$ cat config.mk
export PLATFORM = sky130hd
export DESIGN_NAME = ucl_param
export DESIGN_NICKNAME = d
export VERILOG_FILES = /design/src/rtl/ucl_param.sv
export SDC_FILE = /design/constraint.sdc
export NUM_CORES = 1
export LEC_CHECK = 0
export BUFFER_PORTS_ARGS = -buffer_cell sky130_fd_sc_hd__buf_2
export CAP_MARGIN = 30
export CELL_PAD_IN_SITES_DETAIL_PLACEMENT = 2
export CELL_PAD_IN_SITES_GLOBAL_PLACEMENT = 2
export CORE_MARGIN = 2
export CORE_UTILIZATION = 26
export CTS_CLUSTER_SIZE = 20
export DETAILED_ROUTE_END_ITERATION = 10
export GPL_TIMING_DRIVEN = 0
export PLACE_DENSITY = 0.77
export REMOVE_ABC_BUFFERS = 1
export SKIP_LAST_GASP = 1
export SYNTH_ARGS = -nofsm -noshare
export SYNTH_HDL_FRONTEND = slang
export SYNTH_SLANG_ARGS = --single-unit
$ cat constraint.sdc
create_clock -name clk -period 1.36 [get_ports clk]
set_input_delay 0.068 -clock clk [delete_from_list [all_inputs] [get_ports clk]]
set_output_delay 0.068 -clock clk [all_outputs]
set_load 0.01 [all_outputs]
$ cat src/rtl/ucl_param.sv
// ucl_param: WIDTH-bit up/down counter with programmable modulus, clear, load, wrap/saturate and carry pulse.
// Optional sticky overflow output enabled by defining UCL_OVF_STICKY_EN.
module ucl_param #(
   parameter int     WIDTH    = 8,
   parameter longint MODULO   = longint'(64'd1) << WIDTH,
   parameter int     SATURATE = 0
) (
   input  logic             clk,
   input  logic             rst,
   input  logic             clr,
   input  logic             load,
   input  logic             en,
   input  logic             up,
   input  logic [WIDTH-1:0] d,
   output logic [WIDTH-1:0] count,
   output logic             tc,
   output logic             carry
`ifdef UCL_OVF_STICKY_EN
   ,
   output logic             ovf
`endif
);

   localparam logic [WIDTH-1:0] MAX_C  = WIDTH'(MODULO - 64'd1);
   localparam logic [WIDTH-1:0] ZERO_C = {WIDTH{1'b0}};
   localparam logic [WIDTH-1:0] ONE_C  = {{(WIDTH-1){1'b0}}, 1'b1};

   logic [WIDTH-1:0] count_q, count_d;
   logic             carry_q, carry_d;

   // Next-state: clr > load > en > hold; range ends wrap or hold depending on SATURATE.
   always_comb begin
      count_d = count_q;
      carry_d = 1'b0;
      if (clr) begin
         count_d = ZERO_C;
      end else if (load) begin
         count_d = (d > MAX_C) ? MAX_C : d;
      end else if (en) begin
         if (up) begin
            if (count_q == MAX_C) begin
               carry_d = 1'b1;
               count_d = (SATURATE != 0) ? count_q : ZERO_C;
            end else begin
               count_d = count_q + ONE_C;
            end
         end else begin
            if (count_q == ZERO_C) begin
               carry_d = 1'b1;
               count_d = (SATURATE != 0) ? count_q : MAX_C;
            end else begin
               count_d = count_q - ONE_C;
            end
         end
      end else begin
         count_d = count_q;
      end
   end

   // Count and carry registers.
   always_ff @(posedge clk or negedge rst) begin
      if (!rst) begin
         count_q <= ZERO_C;
         carry_q <= 1'b0;
      end else begin
         count_q <= count_d;
         carry_q <= carry_d;
      end
   end

   // Terminal count tracks the live direction input.
   always_comb begin
      if (up) begin
         tc = (count_q == MAX_C);
      end else begin
         tc = (count_q == ZERO_C);
      end
   end

   assign count = count_q;
   assign carry = carry_q;

`ifdef UCL_OVF_STICKY_EN
   logic ovf_q, ovf_d;

   // Sticky flag: only clear (or reset) drops it; load leaves it alone.
   always_comb begin
      if (clr) begin
         ovf_d = 1'b0;
      end else if (carry_d) begin
         ovf_d = 1'b1;
      end else begin
         ovf_d = ovf_q;
      end
   end

   // Overflow register.
   always_ff @(posedge clk or negedge rst) begin
      if (!rst) begin
         ovf_q <= 1'b0;
      end else begin
         ovf_q <= ovf_d;
      end
   end

   assign ovf = ovf_q;
`endif

endmodule

======== Yosys cells after proc, flatten, opt, wreduce, memory -nomap -nowiden ========
Index checks and enable logic that the tools add are counted.
storage, ports and cells
  output and inout port bits .............. 10
  register bits ........................... 9
  bits of input ports ..................... 14
operators by class
  equality and inequality tests ........... 1
  reductions and logical operators ........ 2
  add/subtract/negate cells ............... 2
  multiplexer cells ....................... 14
  $lt $le $gt $ge ......................... 1
operators with widths
  operator                                           number
  2-to-1 mux 8 bit                                   7
  adder 8 x 1 -> 8 bit (second input constant)       1
  == test 8 bit (second input constant)              1
  > comparator 8 bit (second input constant)         1
  zero test 8 bit                                    1
  subtractor 8 x 1 -> 8 bit (second input constant)  1
  2-to-1 mux 1 bit                                   7
  nonzero test 3 bit                                 1

======== Logic depth before layout (Yosys ltp) ========
Gate-level depths: netlist (run 1).
  depth in word-level cells ............... 6
  depth in mapped cells ................... 6
  mapped depth without buffers ............ 6

======== Worst setup path before layout (run 1) ========
No wires, ideal clock.
  kind .................................... flip-flop to flip-flop
  from .................................... register count_q[2] (netlist: count[2])
  to ...................................... register count_q[5] (netlist: count[5])
  path buffers ............................ 1
  data arrival time ....................... 1.508 ns
  path slack .............................. -0.213 ns
  stages on the path, launching flop included .. 6
  clock period less this slack ............ 1.573 ns
  cell sequence ........................... dfrtp_1 > buf_6 > or3_4 > or4_1 > nand3_1 > a31o_1
between the ends
  word-level cells in the longest chain between the ends .. 6
  elaborated cells between the ends (all ways) .. 10
  those cells by class .................... 2 x add/sub; 1 x eq/ne; 6 x mux; 1 x reduce/logical
ends and longest elaborated chain
  what                                                     line    source
  from (decl)                                              28      logic [WIDTH-1:0] count_q, count_d;
  from (signal assigned)                                   66      count_q <= count_d;
  subtractor 8 x 1 -> 8 bit, or another cell as far along  52      count_d = count_q - ONE_C;
  2-to-1 mux 8 bit, on equally long branches               48, 41
  2-to-1 mux 8 bit *                                       40      if (up) begin
  2-to-1 mux 8 bit *                                       39      end else if (en) begin
  2-to-1 mux 8 bit *                                       37      end else if (load) begin
  2-to-1 mux 8 bit *                                       35      if (clr) begin
Mark *: on every way between the ends. The rest lies on a longest branch, timed or not. The select of a mux whose other input is x is not followed.
A chain may end at the register's enable or synchronous reset.

======== Worst setup path after layout (run 1) ========
  from .................................... register count_q[0] (netlist: count[0])
  to ...................................... output tc
between the ends
  word-level cells in the longest chain between the ends .. 2
  elaborated cells between the ends (all ways) .. 3
  those cells by class .................... 1 x eq/ne; 1 x mux; 1 x reduce/logical
ends and longest elaborated chain
  what                                              line    source
  == test 8 bit or zero test 8 bit (tied branches)  74, 76
  2-to-1 mux 1 bit *                                73      if (up) begin
  to (decl)                                         16      output logic tc,
Mark *: on every way between the ends. The rest lies on a longest branch, timed or not.

==> results of run 1 <==
[cells in the mapped netlist]
library cell / count
and2_2: 1
o21ai_0: 3
a31oi_1: 1
buf_6: 4
o311ai_0: 1
o2111ai_1: 1
nor2b_1: 1
nor2_1: 8
a21o_1: 1
and3_1: 3
mux2_2: 1
a31o_1: 1
o31ai_1: 2
nand3_1: 6
nand4_1: 2
xor2_1: 3
o2bb2ai_1: 3
a31oi_2: 1
ha_1: 3
nand2_1: 7
or4_1: 1
buf_1: 1
mux2i_1: 1
a41oi_1: 2
inv_1: 5
and4_1: 1
nand2b_1: 1
a21oi_1: 8
dfrtp_1: 9
a32o_1: 2
xnor2_1: 2
or3_4: 1
a211oi_1: 2
nor3_1: 3
buf_4: 2
a22oi_1: 2
nor4_4: 1
or3_1: 1
nor3b_1: 4
[logic make-up after synthesis]
family	share of synthesized area (%)
AOI/OAI and AO/OA	25.0
DFF	26.0
adders and majority gates	4.34
and+or+nand+nor	27.5
xor gates and xnor gates	5.07
buffers and inverters	9.55
muxes	2.46
[worst max path at each step]
stage / end / slack [ns] / depth (start not counted) / from
6_report: tc / -0.28 / 5 / count[0]$_DFFE_PN0P_
5_1_grt: tc / -0.39 / 4 / count[5]$_DFFE_PN0P_
2_1_floorplan: count[5]$_DFFE_PN0P_ / -0.20 / 4 / count[2]$_DFFE_PN0P_
3_5_place_dp: count[4]$_DFFE_PN0P_ / -0.37 / 6 / count[0]$_DFFE_PN0P_
3_3_place_gp: count[4]$_DFFE_PN0P_ / -0.30 / 4 / count[4]$_DFFE_PN0P_
4_1_cts: tc / -0.23 / 4 / count[6]$_DFFE_PN0P_
[final cells by class]
cell class,count,area (um^2)
inverter,5,21.3
timing repair buffer,41,260
tap,44,55.1
fill,364,1810
sequential,9,233
clock buffer,4,26.3
multi-input combinational,81,697
[sequential cells by signal, indices dropped and copies added, names as in the netlist]
name / count
count: 8
carry: 1
[per-layer routing]
layer / vias up / share of wire [%] / global-route usage (%)
li1: 460 / - / -
met1: 513 / 45 / 23.2
met2: 24 / 51 / 34.7
met3: 4 / 2.7 / 3.15
met4: 0 / 1.1 / 6.69
met5: - / 0 / 0
[worst max-delay path: cells and delay by family (launching register included)]
kind | cells | cell delay, ns
simple gates | 3 | 0.47
buf+inv | 1 | 0.14
fa+ha+maj | 1 | 0.18
flops | 1 | 0.51
[power breakdown]
part	internal [mW]	switching, mW
sequential	0.290	0.0470
combinational	0.221	0.244
clock	0.113	0.105
total	0.624	0.397
[metrics by stage]
stage	util, %	total power, mW
final	41.7	1.02
after CTS	39.3	0.971
after global routing	41.7	1.08
after global placement	31.3	0.608
after floorplan	-	0.503
after detailed placement	31.3	0.625
[what timing repair did]
item / in CTS / in global routing
endpoints found under the setup margin: 10 / 10
buffers inserted: 13 / 4
pin swaps: 17 / 9
hold buffers: 1 / 0
resized for setup: 30 / 10
hold endpoints to repair: 9 / 0
==> metrics, run 1 <==
result of the run finished, violations left; failing checks negative setup slack; highest clock frequency the design can meet 0.611 GHz; number of unique standard cell types used by synthesis 39; CTS Buffer Depth 2; Post-Route Skew 0.00811 ns; area fraction of the dominant cell type after synthesis 26.0%; number of DRC violations after detailed-routing iteration 0 22; count of clock tree sinks 9; die span in y 61.7 um; number of hold-slack violations in the final timing report 0; clock insertion delay at the later pin of the skew report 0.26 ns; nets 158; via count normalized by instance count 5.44; commonest non-fill, non-tap cells in the layout 23 x buf_2, 15 x buf_4, 7 x nor2_1; Cells after Synth 102; average footprint of a synthesized cell 8.48 um^2; Total Negative Setup Slacks -1.69 ns; worst hold path stage count 2; Slew headroom 77.1%; share of final-layout standard cells stronger than drive strength 1 55.7%; detail-routed net length per standard cell 20.4 um; HPWL reported at the end of detailed placement 2180 um; Antenna Diode Count 0; clock tree from TritonCTS built; commonest non-fill, non-tap cell in the layout buf_2; Initial Util 27.9%; peak supply drop 0.224 mV; type of the tightest min-delay check input port to flop; htree depth 1; unrepaired setup endpoints after global routing true; Critical Path End Type output pin; crit path max-delay cell type dfrtp_2; DP Area 971 um^2; Antenna Nets Post-Route 0; data required time at the worst endpoint 1.29 ns; Placeable Area 3100 um^2; power density over cell area 790 nW/um^2; placer congestion estimate 0.787; antenna violations before repair 0; number of global-route vias before repair 1038; final design instance area without fill 1290 um^2; Seq cells post-synth 9; Final Instance Count excl. Fillers 184; leak pwr 0.558 nW; number of core rows 20; via count 1001; first-pass GRT wire length 5130 um; GRT Residual Overflow 0; CTS buffer count 3; count of final max-slew check failures 0; clock-pin slew on the worst setup and hold paths 0.07 ns; Register-to-Register Path Depth 5; Crit Reg-Reg Startpoint count[5]$_DFFE_PN0P_; setup ws final -0.276 ns; worst setup path class flop to output pin; combined area of all synthesized cells 865 um^2; number of port buffers 23; Synth warnings 0; root cell of the clock tree clkbuf_4; crit path time final 1.64 ns; Setup crit start kind flop; placed instance count 162; sequential share of the synthesized area 26.0%; number of DRC violations after detailed routing 0; number of top-level pins 24; count of TritonRoute iterations in the first routing pass 4; Hold EP count[6]$_DFFE_PN0P_; critical-path maximum fanout 8; Largest stage delay, worst path 0.51 ns; horizontal die dimension 61.7 um; Synth area leader dfrtp_1; slew of the pin with the lowest slew margin 0.341 ns; DIE AREA 3800 um^2; largest net degree at the start of global routing 16; Total Routed Length 3750 um; hold path startpoint d[6]; flop2flop setup slack -0.27 ns; main area contributors after synthesis dfrtp_1 26%, buf_6 5.2%, a21oi_1 4.6%, ha_1 4.3%, nand3_1 3.5%; Area Overhead vs Synth 49.5%; WP data arrival 1.57 ns; max-cap violations 0; post-placement worst setup slack -0.375 ns; worst hold slack 0.0479 ns; final setup violation count 10; Overall Global Routing Usage 19.4%; CP cell instances ha_4, and2_4, nand4_1, nand2_1, buf_2; final period utilization 120%; end of the worst register-to-register path count[4]$_DFFE_PN0P_
No activity file was read; power rests on OpenSTA's default activity.
==> run 2: changes to the inputs <==
Settings changed: CORE_MARGIN 2 to 8, SETUP_SLACK_MARGIN from default to 0.4.
==> run 2 against run 1 <==
Net effect: the run still ends with negative setup slack left; flip-flop and latch count unchanged; wire length grew 13%; sequential power about the same; cell area up 2.0%; non-clock buffer count increased by 2; clock-buffer cell count did not move; register-to-register slack barely moved; clock skew up 0.00087 ns.
==> metrics, run 2 (synthesized netlist as in run 1, its figures left out) <==
Antenna Diode Count 0; Critical Path End Type flop; Post-Route Skew 0.00898 ns; peak supply drop 0.368 mV; CTS Buffer Depth 2; Critical Path End count[5]$_DFFE_PN0P_; clock network fraction of design power 22.0%; critical-path maximum fanout 5; result of the run finished, violations left; via count 1012; worst setup path class flop to flop; number of port buffers 23; final design instance area without fill 1320 um^2; internal power 0.645 mW; clock tree from TritonCTS built; unrepaired setup endpoints after global routing true; highest clock frequency the design can meet 0.615 GHz; clock insertion delay at the later pin of the skew report 0.28 ns; htree depth 1; nets 160; horizontal die dimension 73.7 um; DP Area 973 um^2; root cell of the clock tree clkbuf_4; count of clock tree sinks 9; share of final-layout standard cells stronger than drive strength 1 54.9%; Final Instance Count excl. Fillers 188; GRT Residual Overflow 0; end of the worst register-to-register path count[5]$_DFFE_PN0P_; via count normalized by instance count 5.38; slew of the pin with the lowest slew margin 0.402 ns; DIE AREA 5430 um^2; number of hold-slack violations in the final timing report 0; number of core rows 21; data required time at the worst endpoint 1.58 ns; Placeable Area 3260 um^2; Area Overhead vs Synth 52.5%; power density over cell area 803 nW/um^2; flip-flop count of the largest register, all copies and words added 8; Crit Reg-Reg Startpoint count[0]$_DFFE_PN0P_; placed instance count 164; Slew headroom 73.1%; failing checks negative setup slack; die span in y 73.7 um; number of top-level pins 24; Total Routed Length 4250 um; placer congestion estimate 0.766; net load switching power 0.413 mW; combinational fraction of design power 46.2%; commonest non-fill, non-tap cell in the layout buf_2; WP data arrival 1.84 ns; CTS buffer count 3; clock-pin slew on the worst setup and hold paths 0.08 ns; antenna violations before repair 0; flop2flop setup slack -0.27 ns; number of DRC violations after detailed-routing iteration 0 34; proportion of total power due to net switching 39.1%; setup ws final -0.266 ns; number of global-route vias before repair 1114; commonest non-fill, non-tap cells in the layout 19 x buf_2, 12 x buf_4, 11 x buf_6; HPWL reported at the end of detailed placement 2300 um; origin of the worst setup path count[0]$_DFFE_PN0P_; type of the tightest min-delay check input port to flop; count of TritonRoute iterations in the first routing pass 4; max-cap violations 0; first-pass GRT wire length 6200 um; leak pwr 0.572 nW; Register-to-Register Path Depth 4; Initial Util 26.5%; final period utilization 120%; crit path time final 1.63 ns; Setup crit start kind flop; sequential power share 31.8%; final setup violation count 9; largest net degree at the start of global routing 16; Antenna Nets Post-Route 0; Overall Global Routing Usage 15.2%; detail-routed net length per standard cell 22.6 um; number of DRC violations after detailed routing 0; count of final max-slew check failures 0
[run 2: cell count changes in the layout (fill, tap and decap cells not counted), sizes merged]
cell | previous run | this run
buf | 40 | 42
[run 2: final cells by class]
class | instances | area, um^2
fillers | 392 | 1940
multi-input cells | 81 | 659
repair buffers | 43 | 319
flip-flops and latches | 9 | 235
well taps | 46 | 57.6
clock buffers | 4 | 26.3
inverters | 5 | 21.3
[run 2: power by group through the flow]
stage / sequential (mW) / combinational (mW) / clock [mW]
floorplan: 0.341 / 0.163 / 0
global placement: 0.341 / 0.269 / 0
CTS: 0.331 / 0.387 / 0.225
global route: 0.339 / 0.518 / 0.253
finish: 0.336 / 0.489 / 0.233
detailed placement: 0.345 / 0.282 / 0
[run 2: layer usage]
layer	vias to the layer above	part of all wire [%]	GRT usage, %
met5	-	0	0
met2	26	55	27.3
met1	507	38	15.8
met4	0	3.7	7.32
li1	465	-	-
met3	14	3.8	4.09
[run 2: critical path, stage by stage (launching register included)]
cell     delay, ns
dfrtp_2       0.48
or3_4         0.43
or4_4         0.43
nand3_2       0.09
a31o_1        0.15
[run 2: worst min-delay path by stage]
stage               startpoint              endpoint  slack, ns  cells after the start
finish                    d[6]  count[6]$_DFFE_PN0P_       0.02                      2
global route              d[6]  count[6]$_DFFE_PN0P_       0.03                      2
CTS                       d[6]  count[6]$_DFFE_PN0P_       0.02                      2
detailed placement         rst  count[3]$_DFFE_PN0P_      -0.06                      1
global placement           rst  count[3]$_DFFE_PN0P_      -0.06                      1
floorplan                  rst       carry$_DFF_PN0_      -0.23                      0
[run 2: per-stage QoR]
stage / setup TNS, ns / hold WS, ns / power, mW / util (%) / setup WS [ns]
global placement: -2.16 / -0.0640 / 0.610 / 29.9 / -0.298
detailed placement: -2.77 / -0.0646 / 0.627 / 29.9 / -0.372
finish: -1.84 / 0.0169 / 1.06 / 40.5 / -0.266
global route: -2.34 / 0.0330 / 1.11 / 40.5 / -0.338
CTS: -1.21 / 0.0165 / 0.943 / 36.5 / -0.238
floorplan: -0.758 / -0.228 / 0.503 / - / -0.201
[run 2: what timing repair did]
item | in CTS | in global routing
hold endpoints to repair | 9 | 0
gates resized for setup | 25 | 21
pin swaps | 12 | 10
buffers inserted | 13 | 6
setup endpoints to repair | 17 | 18
hold buffers | 1 | 0
